File: src/rtl/lv_bist_ctrl_if.sv
// Handshake bundle between the LV BIST sequencer and its surroundings
// (analog BIST stage, loopback path and LV top).
interface lv_bist_ctrl_if;
  logic       i_bist_start;
  logic       i_lbist_en;
  logic       i_lv_abist_rult;
  logic [7:0] i_lbist_rdbk;
  logic       o_bist_en;
  logic [7:0] o_lbist_pat;
  logic       o_lbist_vld;
  logic       o_bist_busy;
  logic       o_bist_done;
  logic       o_bist_pass;
  logic       o_abist_fail;
  logic       o_lbist_fail;
  logic       o_bist_tmo;

  modport master (
    output i_bist_start, i_lbist_en, i_lv_abist_rult, i_lbist_rdbk,
    input  o_bist_en, o_lbist_pat, o_lbist_vld, o_bist_busy, o_bist_done,
    input  o_bist_pass, o_abist_fail, o_lbist_fail, o_bist_tmo
  );

  modport slave (
    input  i_bist_start, i_lbist_en, i_lv_abist_rult, i_lbist_rdbk,
    output o_bist_en, o_lbist_pat, o_lbist_vld, o_bist_busy, o_bist_done,
    output o_bist_pass, o_abist_fail, o_lbist_fail, o_bist_tmo
  );
endinterface

File: src/rtl/lv_bist_ctrl.sv
// LV-domain BIST sequencer: enables the analog BIST, supervises its handoff with a timeout,
// runs a 4-pattern loopback logic BIST and reports pass/fail with sticky detail flags.
module lv_bist_ctrl #(
  parameter int unsigned CLK_M       = 48,
  parameter int unsigned BIST_TMO_US = 100
) (
  input logic           i_clk,
  input logic           i_rst_n,
  lv_bist_ctrl_if.slave bus
);

  localparam int unsigned     TmoCyc  = BIST_TMO_US * CLK_M;
  localparam int unsigned     TmoW    = $clog2(TmoCyc + 1);
  localparam logic [TmoW-1:0] TmoLast = TmoW'(TmoCyc - 1);

  typedef enum logic [1:0] {StIdle, StAbist, StLbist, StDone} state_e;

  state_e          state_q, state_d;
  logic [TmoW-1:0] tmo_cnt_q, tmo_cnt_d;
  logic [2:0]      lb_cnt_q, lb_cnt_d;
  logic [2:0]      lb_prev_idx;
  logic            abist_fail_q, abist_fail_d;
  logic            lbist_fail_q, lbist_fail_d;
  logic            tmo_q, tmo_d;
  logic            busy_q, busy_d;
  logic            done_q, done_d;
  logic            pass_q, pass_d;
  logic            vld_q, vld_d;
  logic [7:0]      pat_q, pat_d;

  function automatic logic [7:0] lbist_pattern(input logic [2:0] idx);
    case (idx)
      3'd0:    lbist_pattern = 8'h55;
      3'd1:    lbist_pattern = 8'hAA;
      3'd2:    lbist_pattern = 8'h00;
      3'd3:    lbist_pattern = 8'hFF;
      default: lbist_pattern = 8'h00;
    endcase
  endfunction

  // Readback in this cycle reflects the pattern driven one cycle earlier.
  assign lb_prev_idx = lb_cnt_q - 3'd1;

  always_comb begin
    state_d      = state_q;
    tmo_cnt_d    = tmo_cnt_q;
    lb_cnt_d     = lb_cnt_q;
    abist_fail_d = abist_fail_q;
    lbist_fail_d = lbist_fail_q;
    tmo_d        = tmo_q;

    case (state_q)
      StIdle: begin
        if (bus.i_bist_start) begin
          state_d   = StAbist;
          tmo_cnt_d = '0;
        end
      end
      StAbist: begin
        // Handoff takes priority over a coincident timeout.
        if (bus.i_lbist_en) begin
          abist_fail_d = ~bus.i_lv_abist_rult;
          lb_cnt_d     = '0;
          state_d      = StLbist;
        end else if (tmo_cnt_q == TmoLast) begin
          tmo_d        = 1'b1;
          abist_fail_d = 1'b1;
          state_d      = StDone;
        end else begin
          tmo_cnt_d = tmo_cnt_q + TmoW'(1);
        end
      end
      StLbist: begin
        if (!bus.i_lbist_en) begin
          lbist_fail_d = 1'b1;
          state_d      = StDone;
        end else begin
          if ((lb_cnt_q != 3'd0) && (bus.i_lbist_rdbk != lbist_pattern(lb_prev_idx))) begin
            lbist_fail_d = 1'b1;
          end
          if (lb_cnt_q == 3'd4) begin
            state_d = StDone;
          end else begin
            lb_cnt_d = lb_cnt_q + 3'd1;
          end
        end
      end
      StDone: begin
        if (bus.i_bist_start) begin
          abist_fail_d = 1'b0;
          lbist_fail_d = 1'b0;
          tmo_d        = 1'b0;
          tmo_cnt_d    = '0;
          state_d      = StAbist;
        end
      end
      default: state_d = StIdle;
    endcase

    // Outputs are registered, so they are decoded from the next state.
    busy_d = (state_d == StAbist) || (state_d == StLbist);
    done_d = (state_d == StDone);
    pass_d = done_d && !(abist_fail_d || lbist_fail_d || tmo_d);
    vld_d  = (state_d == StLbist) && (lb_cnt_d < 3'd4);
    pat_d  = vld_d ? lbist_pattern(lb_cnt_d) : 8'h00;
  end

  always_ff @(posedge i_clk or negedge i_rst_n) begin
    if (!i_rst_n) begin
      state_q      <= StIdle;
      tmo_cnt_q    <= '0;
      lb_cnt_q     <= '0;
      abist_fail_q <= 1'b0;
      lbist_fail_q <= 1'b0;
      tmo_q        <= 1'b0;
      busy_q       <= 1'b0;
      done_q       <= 1'b0;
      pass_q       <= 1'b0;
      vld_q        <= 1'b0;
      pat_q        <= 8'h00;
    end else begin
      state_q      <= state_d;
      tmo_cnt_q    <= tmo_cnt_d;
      lb_cnt_q     <= lb_cnt_d;
      abist_fail_q <= abist_fail_d;
      lbist_fail_q <= lbist_fail_d;
      tmo_q        <= tmo_d;
      busy_q       <= busy_d;
      done_q       <= done_d;
      pass_q       <= pass_d;
      vld_q        <= vld_d;
      pat_q        <= pat_d;
    end
  end

  assign bus.o_bist_en    = busy_q;
  assign bus.o_bist_busy  = busy_q;
  assign bus.o_bist_done  = done_q;
  assign bus.o_bist_pass  = pass_q;
  assign bus.o_abist_fail = abist_fail_q;
  assign bus.o_lbist_fail = lbist_fail_q;
  assign bus.o_bist_tmo   = tmo_q;
  assign bus.o_lbist_vld  = vld_q;
  assign bus.o_lbist_pat  = pat_q;

endmodule

File: src/flat_wrapper.sv
// flat-port wrapper written by rule: the top's interface ports become plain ports
module lv_bist_ctrl_flat 
#(
  parameter int unsigned CLK_M       = 48,
  parameter int unsigned BIST_TMO_US = 100
)
  (i_clk, i_rst_n, bus_i_bist_start, bus_i_lbist_en, bus_i_lv_abist_rult, bus_i_lbist_rdbk, bus_o_bist_en, bus_o_lbist_pat, bus_o_lbist_vld, bus_o_bist_busy, bus_o_bist_done, bus_o_bist_pass, bus_o_abist_fail, bus_o_lbist_fail, bus_o_bist_tmo);
  lv_bist_ctrl_if bus_i ();
  input logic i_clk;
  input logic i_rst_n;
  input wire logic [$bits(bus_i.i_bist_start)-1:0] bus_i_bist_start;
  input wire logic [$bits(bus_i.i_lbist_en)-1:0] bus_i_lbist_en;
  input wire logic [$bits(bus_i.i_lv_abist_rult)-1:0] bus_i_lv_abist_rult;
  input wire logic [$bits(bus_i.i_lbist_rdbk)-1:0] bus_i_lbist_rdbk;
  output wire logic [$bits(bus_i.o_bist_en)-1:0] bus_o_bist_en;
  output wire logic [$bits(bus_i.o_lbist_pat)-1:0] bus_o_lbist_pat;
  output wire logic [$bits(bus_i.o_lbist_vld)-1:0] bus_o_lbist_vld;
  output wire logic [$bits(bus_i.o_bist_busy)-1:0] bus_o_bist_busy;
  output wire logic [$bits(bus_i.o_bist_done)-1:0] bus_o_bist_done;
  output wire logic [$bits(bus_i.o_bist_pass)-1:0] bus_o_bist_pass;
  output wire logic [$bits(bus_i.o_abist_fail)-1:0] bus_o_abist_fail;
  output wire logic [$bits(bus_i.o_lbist_fail)-1:0] bus_o_lbist_fail;
  output wire logic [$bits(bus_i.o_bist_tmo)-1:0] bus_o_bist_tmo;
  assign bus_i.i_bist_start = bus_i_bist_start;
  assign bus_i.i_lbist_en = bus_i_lbist_en;
  assign bus_i.i_lv_abist_rult = bus_i_lv_abist_rult;
  assign bus_i.i_lbist_rdbk = bus_i_lbist_rdbk;
  assign bus_o_bist_en = bus_i.o_bist_en;
  assign bus_o_lbist_pat = bus_i.o_lbist_pat;
  assign bus_o_lbist_vld = bus_i.o_lbist_vld;
  assign bus_o_bist_busy = bus_i.o_bist_busy;
  assign bus_o_bist_done = bus_i.o_bist_done;
  assign bus_o_bist_pass = bus_i.o_bist_pass;
  assign bus_o_abist_fail = bus_i.o_abist_fail;
  assign bus_o_lbist_fail = bus_i.o_lbist_fail;
  assign bus_o_bist_tmo = bus_i.o_bist_tmo;
  lv_bist_ctrl #(.CLK_M(CLK_M), .BIST_TMO_US(BIST_TMO_US)) u_core (.i_clk(i_clk), .i_rst_n(i_rst_n), .bus(bus_i));
endmodule
File: config.mk
export PLATFORM = sky130hd
export DESIGN_NAME = lv_bist_ctrl_flat
export DESIGN_NICKNAME = d
export VERILOG_FILES = /design/src/rtl/lv_bist_ctrl_if.sv /design/src/rtl/lv_bist_ctrl.sv /design/src/flat_wrapper.sv
export SDC_FILE = /design/constraint.sdc
export NUM_CORES = 1
export LEC_CHECK = 0
export ABC_CLOCK_PERIOD_IN_PS = 4410
export CAP_MARGIN = 25
export CORE_UTILIZATION = 39
export DETAILED_ROUTE_END_ITERATION = 6
export GPL_TIMING_DRIVEN = 0
export PLACE_DENSITY = 0.6
export SLEW_MARGIN = 5
export SYNTH_ARGS = -nofsm -noshare
export SYNTH_HDL_FRONTEND = slang
export SYNTH_SLANG_ARGS = --single-unit
File: constraint.sdc
create_clock -name i_clk -period 4.41 [get_ports i_clk]
set_input_delay 0.6615 -clock i_clk [delete_from_list [all_inputs] [get_ports i_clk]]
set_output_delay 0.6615 -clock i_clk [all_outputs]
set_load 0.01 [all_outputs]
Word-level counts from Yosys, hierarchy flattened. Cells that the tools add are included.

Bits in registers: 33. Word-level logic and storage cells: 77. Output and inout port bits: 16. Bits of input ports: 13.

Mux-type cells: 31. Bitwise logic cells: 1. $lt $le $gt $ge: 1. Reduce and logical (&&, ||, !) cells: 14. Add/sub/neg operators: 3. Equal/unequal tests: 16.

Operator list (number): $pmux W8 S3 (2); $mux W13 (3); $pmux W13 S2 (1); $mux W8 (3); $add A13 B1 Y13 const B (1); $eq A13 B13 Y1 const B (1); $mux W2 (5); $mux W1 (9); $mux W3 (3); $eq A2 B2 Y1 const B (4); $ne A8 B8 Y1 (1); $eq A3 B1 Y1 const B (2); $eq A3 B2 Y1 const B (2); $logic_not A3 Y1 (2); $pmux W1 S2 (3); $pmux W2 S3 (1); $pmux W3 S2 (1); $eq A2 B1 Y1 const B (2); $ne A2 B2 Y1 const B (2); $reduce_and A4 Y1 (1); $add A3 B1 Y3 const B (1); $eq A3 B3 Y1 const B (1); $logic_and A1 B1 Y1 (3); $logic_or A1 B1 Y1 (3); 9 further kinds (9).

Depth between registers and ports, before layout. Gate-level depths: netlist of run 1.

Depth after elaboration: 14. Depth in mapped cells: 9. Gate-level depth less buffers: 9.

Worst setup path after synthesis of run 1. No wires, ideal clock.

Kind: reg-to-reg. From: register u_core.tmo_cnt_q[11]. To: register u_core.pass_q, in the netlist u_core.bus.o_bist_pass. Setup time: 0.125 ns. Buffers on the path: 0. Data required time: 4.285 ns. Stages on the path, launching flop included: 8. Slack: 2.075 ns. Data arrival time: 2.210 ns. Period minus slack after synthesis: 2.335 ns. Path through: dfrtp_1 or4b_4 or4_4 a21oi_2 a2bb2oi_2 ha_1 inv_1 a2111oi_0.

Elaborated cells on any way between the ends: 15. Those cells by class: eq/ne: 2; mux: 9; reduce/logical: 4.

RTL lines: from (decl) (line lv_bist_ctrl.sv:19) `logic [TmoW-1:0] tmo_cnt_q, tmo_cnt_d;`; from (signal assigned) (line lv_bist_ctrl.sv:123) `tmo_cnt_q <= tmo_cnt_d;`; $eq A13 B13 Y1 (line lv_bist_ctrl.sv:65) `end else if (tmo_cnt_q == TmoLast) begin`; $mux W2 (line lv_bist_ctrl.sv:65); $mux W2 (line lv_bist_ctrl.sv:61) `if (bus.i_lbist_en) begin`; $pmux W2 S3 (line lv_bist_ctrl.sv:52) `case (state_q)`; via u_core.state_d[1] (line lv_bist_ctrl.sv:18) `state_e state_q, state_d;`; $eq A2 B2 Y1 (line lv_bist_ctrl.sv:102) `done_d = (state_d == StDone);`; via u_core.done_d (line lv_bist_ctrl.sv:26) `logic done_q, done_d;`; $logic_and A1 B1 Y1 (line lv_bist_ctrl.sv:103) `pass_d = done_d && !(abist_fail_d || lbist_fail_d || tmo_d);`; via u_core.pass_d (line lv_bist_ctrl.sv:27) `logic pass_q, pass_d;`; to (signal assigned) (line lv_bist_ctrl.sv:130) `pass_q <= pass_d;`; to (decl) (line lv_bist_ctrl.sv:27).

The timed path passes the listed nets, and every way through them passes these cells. A chain may end at the register's enable or synchronous reset.

Worst setup path after layout of run 1.
From: register u_core.tmo_cnt_q[6]. To: register u_core.pat_q[6], in the netlist u_core.bus.o_lbist_pat[6].

Cells in the longest elaborated chain, start to end: 7.

RTL lines: $eq A13 B13 Y1 (line lv_bist_ctrl.sv:65); $mux W2 (line lv_bist_ctrl.sv:65); $mux W2 (line lv_bist_ctrl.sv:61); $pmux W2 S3 (line lv_bist_ctrl.sv:52); via u_core.state_d[1] (line lv_bist_ctrl.sv:18); $eq A2 B2 Y1 (line lv_bist_ctrl.sv:104) `vld_d = (state_d == StLbist) && (lb_cnt_d < 3'd4);`; $logic_and A1 B1 Y1 (line lv_bist_ctrl.sv:104); $mux W8 (line lv_bist_ctrl.sv:105) `pat_d = vld_d ? lbist_pattern(lb_cnt_d) : 8'h00;`; to (signal assigned) (line lv_bist_ctrl.sv:132) `pat_q <= pat_d;`; to (decl) (line lv_bist_ctrl.sv:29) `logic [7:0] pat_q, pat_d;`.

The timed path passes the listed nets, and every way through them passes these cells.

==> results of run 1 <==
-- layer usage --
layer	part of all wire	vias to the layer above	GRT usage
met4	0.0080	0	0.0485
met1	0.43	759	0.190
met3	0.036	4	0.0263
met2	0.52	25	0.350
met5	0	-	0
li1	-	747	-
-- through the flow --
step	utilization	cells	hold slack, ns	instance area (µm²)
2_1_floorplan	-	185	0.366	1750
3_3_place_gp	0.502	262	0.528	2080
3_5_place_dp	0.508	263	0.546	2110
4_1_cts	0.519	267	0.568	2150
5_1_grt	0.519	267	0.624	2150
6_report	0.519	267	0.563	2150
-- cell families (layout without fill, tap and decap cells) --
kind of cell	after synthesis	after routing	share of synthesized area
AND/OR/NAND/NOR	69	69	0.238
AO/OA/AOI/OAI	50	50	0.201
flip-flops	27	27	0.387
buffers and inverters	24	56	0.0731
adder cells (fa/ha/maj)	11	11	0.0788
multiplexers	3	3	0.0179
XOR/XNOR	1	1	0.00502
-- final cells by class --
type                            count  area, µm²
Sequential cell                    27        676
Multi-Input combinational cell    134        943
Buffer                             13       86.3
Inverter                           11       41.3
Tap cell                           50       62.6
Clock buffer                        4       45.0
Fill cell                         398       1990
Timing Repair Buffer               28        298
-- worst paths after layout --
| kind | startpoint | end | slack, ns |
|---|---|---|---|
| min in group asynchronous | i_rst_n | u_core.tmo_cnt_q[8]$_DFFE_PN0P_ | 0.74 |
| setup / recovery | u_core.tmo_cnt_q[6]$_DFFE_PN0P_ | u_core.bus.o_lbist_pat[6]$_DFF_PN0_ | 1.83 |
| hold / removal | u_core.bus.o_bist_tmo$_DFF_PN0_ | u_core.bus.o_bist_tmo$_DFF_PN0_ | 0.56 |
| setup reg to reg | u_core.tmo_cnt_q[6]$_DFFE_PN0P_ | u_core.bus.o_lbist_pat[6]$_DFF_PN0_ | 1.83 |
| max in group asynchronous | i_rst_n | u_core.bus.o_lbist_pat[5]$_DFF_PN0_ | 3.19 |
| hold reg to reg | u_core.bus.o_bist_tmo$_DFF_PN0_ | u_core.bus.o_bist_tmo$_DFF_PN0_ | 0.56 |
-- cell usage after synthesis (2+ instances only) --
| master | count | area share |
|---|---|---|
| clkbuf_1 | 3 | 0.0064 |
| o21a_1 | 2 | 0.0086 |
| a21oi_1 | 11 | 0.032 |
| nand3_1 | 7 | 0.020 |
| nor4_1 | 3 | 0.011 |
| nand3b_1 | 2 | 0.0086 |
| nand2b_1 | 4 | 0.014 |
| and2_1 | 3 | 0.011 |
| o31ai_1 | 9 | 0.039 |
| a21oi_2 | 3 | 0.015 |
| nand2_1 | 12 | 0.026 |
| or4_1 | 10 | 0.043 |
| buf_4 | 8 | 0.034 |
| nor2b_1 | 3 | 0.011 |
| and4_1 | 2 | 0.010 |
| nor2_1 | 7 | 0.015 |
| nor3_1 | 4 | 0.011 |
| ha_1 | 11 | 0.079 |
| nand4_1 | 3 | 0.011 |
| o31a_1 | 2 | 0.010 |
| o21ai_0 | 9 | 0.026 |
| inv_1 | 11 | 0.024 |
| dfrtp_1 | 27 | 0.39 |
| mux2i_1 | 2 | 0.011 |
-- flip-flops by register name (all words and copies together), names as in the netlist --
register                 flops
u_core.bus.o_abist_fail      1
u_core.bus.o_bist_busy       1
u_core.bus.o_bist_done       1
u_core.bus.o_bist_pass       1
u_core.bus.o_bist_tmo        1
u_core.bus.o_lbist_fail      1
u_core.bus.o_lbist_pat       2
u_core.bus.o_lbist_vld       1
u_core.lb_cnt_q              3
u_core.state_q               2
u_core.tmo_cnt_q            13
-- power groups by stage --
stage / Combinational [µW] / Sequential, µW / Clock (µW)
after CTS: 558 / 339 / 147
final: 552 / 339 / 143
after global placement: 536 / 341 / 0
after global routing: 616 / 347 / 155
after floorplan: 351 / 348 / 0
after detailed placement: 555 / 345 / 0
-- worst max-delay path: cells and delay by family, from the launching register on --
| kind | cells | cell delay (ns) |
|---|---|---|
| DFF | 1 | 0.46 |
| and+or+nand+nor | 3 | 1.33 |
| AOI/OAI and AO/OA | 3 | 0.54 |
| adders and majority gates | 1 | 0.17 |
==> impl_metrics.toml, run 1 <==
[synthesis]
ys_types = 51
syn_area_per_cell_um2 = 9.44
ys.flop_type = "dfrtp_1"
synth_seq_area_share = 0.387
syn_area_um2 = 1750
ys_ff_latch = 27
synthCells = 185
syn-num-nets = 209
synth_enable_flop_cells = 0
yosysWarnings = 0
postSynth.asyncResetShare = 1.00

[clocking]
post_cts.repair.setup_buffers = 0
clock_latency_ns = 0.27
cts_num_sinks = 27
clkTransAtPathRegs_ns = 0.09
cts_root_buffer = "clkbuf_8"
ctsHoldBuffers = 0
clock_path_buffers = 2
cts_resized = 0
htreeDepth = 1
cts_tree = "built"
cts_made_buffers = 3

[timing]
final-setup-viol-count = 0
worst_clock_skew_ns = 0.00228
finalCritPeriodShare = 0.585
fin_tns_setup_ns = 0
slew_violations = 0
worst_pin_slew_ns = 0.699
hold_violations = 0
max_slew_margin = 0.532
worst_slack_ns = 1.83
rsz0062_at_grt = "false"
period_needed_ns = 2.58
timing.fmax_mhz = 387

[grt]
grt_pass1_wl_um = 6290
track_usage = 0.177
grt_max_degree = 19
antenna_found_initial = 0
grt_pass1_vias = 1473
grt_overflow = 0

[placed_design]
hpwl_um = 3000
dp_slack_ns = 1.83
io_buffers = 27
gp_congestion = 0.770

[power_and_ir_drop]
total_power_uw = 1030
comb_power_share = 0.534
p_switching_uw = 420
power-per-cell-area_nw_per_um2 = 481
pwr-share-clk = 0.138
switching_share = 0.406
p_int_uw = 614
seqPwrFrac = 0.328
peakVddDrop_uv = 161
p_leak_uw = 0.000888

[floorplanning]
die_height_um = 68.9
core_area_um2 = 4140
start_util = 0.421
die_w_um = 68.9
fp-row-count = 23
io_pins = 29
dieArea_um2 = 4750

[critical_path]
path_class = "reg2reg"
max_stage_delay_ns = 0.55
worstPathMaxFanout = 8
end_kind = "register"
crit_required_ns = 4.60
crit_chain = "or4b_4 -> or4_4 -> a21oi_2 -> a2bb2oi_2 -> ha_1 -> o21ai_0 -> nor3_1"
slowest_stage = "or4_4"
worstRegToRegCells = 7
start_kind = "register"
arrival_ns = 2.77

[route]
drtAntennaViolNets = 0
wirelength_um = 3890
vias = 1535
wire_per_inst_um = 14.6
drc = 0
via_per_inst = 5.75
firstDrtPassIters = 4
drtIter0Drc = 44

[final_layout]
area_growth_pct = 23.2
layout-drive-gt1-share = 0.106
diodes = 0
final_cell_mix = "clkdlybuf4s50_1, dfrtp_1, nand2_1"
layout.nets = 242

[status]
status = "complete, no violations"

[min_path]
hold_path.class = "reg2reg"
min_delay_path_depth = 2

[run]
cap_viol_max_count = 0
Note: power is estimated with default switching activity, not from simulation.
==> inputs of run 2 (changes only) <==
--- a/config.mk
+++ b/config.mk
@@ -5,12 +5,12 @@
 export SDC_FILE = /design/constraint.sdc
 export NUM_CORES = 1
 export LEC_CHECK = 0
-export ABC_CLOCK_PERIOD_IN_PS = 4410
+export ABC_CLOCK_PERIOD_IN_PS = 2200
 export CAP_MARGIN = 25
 export CORE_UTILIZATION = 39
 export DETAILED_ROUTE_END_ITERATION = 6
 export GPL_TIMING_DRIVEN = 0
-export PLACE_DENSITY = 0.6
+export PLACE_DENSITY = 0.62
 export SLEW_MARGIN = 5
 export SYNTH_ARGS = -nofsm -noshare
 export SYNTH_HDL_FRONTEND = slang
==> constraint.sdc (replaced) <==
create_clock -name i_clk -period 2.2 [get_ports i_clk]
set_input_delay 0.33 -clock i_clk [delete_from_list [all_inputs] [get_ports i_clk]]
set_output_delay 0.33 -clock i_clk [all_outputs]
set_load 0.01 [all_outputs]
==> run 2 against run 1 <==
The flow now finishes with violations (setup timing). Fmax rose by 8.5%. Global-route usage increased by 0.26 points. Non-clock buffer count up 5. Register-to-register slack got worse by 2.0 ns. Sequential share of layout area decreased by 1.4 points. First-iteration DRC count grew 30%. Worst hold slack got worse by 0.046 ns. Die area unchanged. Count of clock-buffer cells in the layout fell by 1. Total power up 110%. Critical path depth unchanged. Critical path type unchanged. Largest cell class unchanged.
==> impl_metrics.toml, run 2 (synthesized netlist as in run 1, its figures left out) <==
[grt]
antenna_found_initial = 0
grt_pass1_vias = 1476
grt_pass1_wl_um = 6400
track_usage = 0.179
grt_overflow = 0
grt_max_degree = 18

[timing]
max_slew_margin = 0.463
worst_slack_ns = -0.180
period_needed_ns = 2.38
finalCritPeriodShare = 1.08
worst_clock_skew_ns = 0.00171
hold_violations = 0
final-setup-viol-count = 5
hold_ws_ns = 0.518
worst_pin_slew_ns = 0.803
timing.fmax_mhz = 420
rsz0062_at_grt = "true"
slew_violations = 0

[power_and_ir_drop]
total_power_uw = 2220
peakVddDrop_uv = 521
power-per-cell-area_nw_per_um2 = 982
p_leak_uw = 0.000928

[critical_path]
r2r-end = "u_core.bus.o_bist_pass$_DFF_PN0_"
r2r_setup_slack_ns = -0.18
startpoint = "u_core.tmo_cnt_q[11]$_DFFE_PN0P_"
worstRegToRegCells = 7
worstPathMaxFanout = 3
cp-endpoint = "u_core.bus.o_bist_pass$_DFF_PN0_"
start_kind = "register"
arrival_ns = 2.55
end_kind = "register"
crit_required_ns = 2.37
r2r_start = "u_core.tmo_cnt_q[11]$_DFFE_PN0P_"
path_class = "reg2reg"

[route]
drc = 0
firstDrtPassIters = 4
wire_per_inst_um = 14.7
via_per_inst = 5.73
drtAntennaViolNets = 0
drtIter0Drc = 57
wirelength_um = 4010
vias = 1559

[placed_design]
io_buffers = 27
placed_area_um2 = 2090
gp_congestion = 0.792
hpwl_um = 2950
dp_slack_ns = -0.322

[status]
status = "finished, violations left"
violations = "setup timing"

[floorplanning]
start_util = 0.421
core_area_um2 = 4140
die_height_um = 68.9
die_w_um = 68.9
fp-row-count = 23
dieArea_um2 = 4750
io_pins = 29

[final_layout]
area_growth_pct = 29.6
fill_cells = 378
top_regs = "u_core.tmo_cnt_q: 13 flops, u_core.lb_cnt_q: 3 flops"
final_common_cell = "clkdlybuf4s50_1"
final_area_um2 = 2260
layout.nets = 247
diodes = 0
largest_reg_flops = 13
final_cell_mix = "clkdlybuf4s50_1, dfrtp_1, buf_4"
layout-drive-gt1-share = 0.207
top_register = "u_core.tmo_cnt_q"

[clocking]
clock_latency_ns = 0.27
clkTransAtPathRegs_ns = 0.09
htreeDepth = 1
clock_path_buffers = 2
cts_root_buffer = "clkbuf_8"
cts_tree = "built"
cts_num_sinks = 27
cts_made_buffers = 3

[run]
cap_viol_max_count = 0

[min_path]
hold_path.class = "in2async"
-- run 2: changes by cell type in the layout (fill, tap and decap cells not counted), sizes merged --
cell    change
buf         +5
clkbuf      -1
clkinv      +1
-- run 2: how the worst min path moves through the flow --
stage	depth (start not counted)	from	slack [ns]	endpoint
floorplan	0	i_rst_n	0.03	u_core.bus.o_abist_fail$_DFF_PN0_
global placement	2	u_core.bus.o_bist_tmo$_DFF_PN0_	0.52	u_core.bus.o_bist_tmo$_DFF_PN0_
detailed placement	2	u_core.tmo_cnt_q[1]$_DFFE_PN0P_	0.57	u_core.tmo_cnt_q[1]$_DFFE_PN0P_
CTS	1	i_rst_n	0.54	u_core.bus.o_bist_tmo$_DFF_PN0_
global route	1	i_rst_n	0.58	u_core.bus.o_bist_tmo$_DFF_PN0_
finish	1	i_rst_n	0.52	u_core.bus.o_bist_tmo$_DFF_PN0_
-- run 2: layout make-up --
class | count | area (µm²) | share of cell area
Buffer | 13 | 96.3 | 0.0426
Clock buffer | 3 | 41.3 | 0.0182
Clock inverter | 1 | 5.00 | 0.00221
Inverter | 11 | 41.3 | 0.0182
Multi-Input combinational cell | 134 | 1020 | 0.449
Sequential cell | 27 | 678 | 0.300
Tap cell | 50 | 62.6 | 0.0276
Timing Repair Buffer | 33 | 323 | 0.143
-- run 2: metrics by stage --
step,util,setup TNS [ns],cells
floorplan,-,-0.143,185
global placement,0.502,-0.920,262
detailed placement,0.505,-1.24,263
CTS,0.530,-0.816,272
global route,0.546,-0.745,272
finish,0.546,-0.551,272
-- run 2: what timing repair did --
item                                    4_1_cts  5_1_grt
pin swaps                                     5        6
hold buffers                                  0        0
gates resized for setup                       8       18
endpoints found under the setup margin        9       18
setup buffers                                 5        0
-- run 2: routing by layer --
layer | wire length (µm) | vias up | GRT usage
met3 | 155 | 4 | 0.0345
met1 | 1720 | 754 | 0.205
met5 | 0 | - | 0
met2 | 2100 | 42 | 0.339
li1 | - | 759 | -
met4 | 23 | 0 | 0.0408
-- run 2: power breakdown --
| part | total, µW | internal, µW | switching (µW) |
|---|---|---|---|
| clock | 281 | 127 | 154 |
| sequential | 686 | 599 | 86.6 |
| combinational | 1260 | 595 | 662 |
-- run 2: critical path, cell delays in order, from the launching register on --
cell and delay (ns):
dfrtp_1 0.40, or4b_4 0.55, or4_4 0.53, a21oi_2 0.16, a2bb2oi_2 0.21, ha_2 0.22
inv_2 0.04, a2111oi_4 0.17
==> inputs of run 3 (changes only) <==
--- a/config.mk
+++ b/config.mk
@@ -7,6 +7,7 @@
 export LEC_CHECK = 0
 export ABC_CLOCK_PERIOD_IN_PS = 2200
 export CAP_MARGIN = 25
+export CORE_MARGIN = 3
 export CORE_UTILIZATION = 39
 export DETAILED_ROUTE_END_ITERATION = 6
 export GPL_TIMING_DRIVEN = 0
==> run 3 against run 2 <==
The flow still finishes with violations (setup timing). Core utilization rose by 0.49 points. Count of clock-buffer cells in the layout rose by 1. Via count fell by 0.19%. Setup slack improved by 0.023 ns. Largest cell class unchanged. Final area rose by 1.6%. Fmax rose by 0.99%.
==> impl_metrics.toml, run 3 (synthesized netlist as in run 1, its figures left out) <==
[floorplanning]
io_pins = 29
start_util = 0.419
core_area_um2 = 4170
dieArea_um2 = 5320
fp-row-count = 23
die_height_um = 72.9
die_w_um = 72.9

[status]
status = "finished, violations left"
violations = "setup timing"

[clocking]
cts_root_buffer = "clkbuf_8"
cts_tree = "built"
htreeDepth = 1
ctsHoldBuffers = 0
clock_path_buffers = 2
cts_made_buffers = 3
clock_latency_ns = 0.27
clkTransAtPathRegs_ns = 0.09
cts_num_sinks = 27

[final_layout]
multi_input_area_um2 = 1000
top_register = "u_core.tmo_cnt_q"
final_cell_mix = "clkdlybuf4s50_1, dfrtp_1, buf_4"
final_common_cell = "clkdlybuf4s50_1"
diodes = 0
largest_reg_flops = 13
layout.nets = 253
final_cells = 278
regArea_um2 = 677
top_regs = "u_core.tmo_cnt_q: 13 flops, u_core.lb_cnt_q: 3 flops"
fill_cells = 380
layout-drive-gt1-share = 0.211
area_growth_pct = 31.7

[timing]
worst_pin_slew_ns = 0.602
timing.fmax_mhz = 424
final-setup-viol-count = 6
rsz0062_at_grt = "true"
finalCritPeriodShare = 1.07
max_slew_margin = 0.598
worst_slack_ns = -0.156
fin_tns_setup_ns = -0.555
slew_violations = 0
period_needed_ns = 2.36
hold_ws_ns = 0.434
worst_clock_skew_ns = 0.00520
hold_violations = 0

[run]
cap_viol_max_count = 0

[placed_design]
io_buffers = 27
placed_cells = 263
gp_congestion = 0.804
hpwl_um = 3000

[grt]
grt_overflow = 0
grt_pass1_wl_um = 6870
grt_max_degree = 18
track_usage = 0.161
antenna_found_initial = 0
grt_pass1_vias = 1582

[power_and_ir_drop]
seqPwrFrac = 0.305
pwr-share-clk = 0.125
switching_share = 0.406
p_switching_uw = 911
p_int_uw = 1330
p_leak_uw = 0.000959
peakVddDrop_uv = 491
comb_power_share = 0.570
power-per-cell-area_nw_per_um2 = 974

[route]
wirelength_um = 4090
via_per_inst = 5.60
drtIter0Drc = 43
drc = 0
firstDrtPassIters = 4
drtAntennaViolNets = 0
vias = 1556
wire_per_inst_um = 14.7

[critical_path]
startpoint = "u_core.tmo_cnt_q[11]$_DFFE_PN0P_"
slowest_stage = "or4b_4"
start_kind = "register"
path_buf_inv = 1
arrival_ns = 2.53
max_stage_delay_ns = 0.54
path_class = "reg2reg"
crit_chain = "or4b_4 -> or4_4 -> a21oi_2 -> a2bb2oi_2 -> ha_2 -> inv_2 -> a2111oi_4"
r2r_start = "u_core.tmo_cnt_q[11]$_DFFE_PN0P_"
end_kind = "register"
worstPathMaxFanout = 3
crit_required_ns = 2.37
crit_family = "simple AND/OR/NAND/NOR gates"

[min_path]
hold_path.class = "in2async"
-- run 3: cell count changes in the layout (fill, tap and decap cells not counted), sizes merged --
| cell | previous run | this run |
|---|---|---|
| buf | 16 | 22 |
| clkbuf | 6 | 7 |
| clkinv | 1 | 0 |
-- run 3: path summary, 6_finish.rpt --
check	to	slack [ns]	cells past startpoint
max	u_core.bus.o_bist_pass$_DFF_PN0_	-0.16	7
min	u_core.tmo_cnt_q[12]$_DFFE_PN0P_	0.43	1
max reg2reg	u_core.bus.o_bist_pass$_DFF_PN0_	-0.16	7
min reg2reg	u_core.tmo_cnt_q[1]$_DFFE_PN0P_	0.59	2
max in group asynchronous	u_core.tmo_cnt_q[6]$_DFFE_PN0P_	1.27	2
min in group i_clk	u_core.tmo_cnt_q[1]$_DFFE_PN0P_	0.59	2
-- run 3: final cells by class --
class	instances	share of cell area
sequential	27	0.294
multi-input combinational	134	0.437
tap	50	0.0272
clock buffer	4	0.0196
timing repair buffer	39	0.165
buffer	13	0.0386
inverter	11	0.0180
-- run 3: routing by layer --
layer,GRT usage,part of all wire
met1,0.182,0.42
met2,0.310,0.54
met3,0.0234,0.032
met4,0.0471,0.011
met5,0,0
-- run 3: per-stage QoR --
| stage | instance area, µm² | worst slack [ns] | util | power [µW] |
|---|---|---|---|---|
| after floorplan | 1750 | -0.135 | - | 1400 |
| after global placement | 2080 | -0.339 | 0.498 | 1760 |
| after detailed placement | 2110 | -0.415 | 0.505 | 1800 |
| after CTS | 2240 | -0.201 | 0.536 | 2200 |
| after global routing | 2300 | -0.244 | 0.551 | 2430 |
| final | 2300 | -0.156 | 0.551 | 2240 |
-- run 3: repair_timing --
item / in CTS / in global routing
endpoints found under the setup margin: 9 / 13
gates resized for setup: 8 / 11
setup buffers: 8 / 3
cloned: 0 / 0
pin swaps: 1 / 3
-- run 3: power groups by stage --
stage | combinational (µW) | clock [µW] | sequential, µW
floorplan | 705 | 0 | 698
global placement | 1070 | 0 | 684
detailed placement | 1110 | 0 | 693
CTS | 1230 | 294 | 683
global route | 1420 | 309 | 699
finish | 1280 | 280 | 684
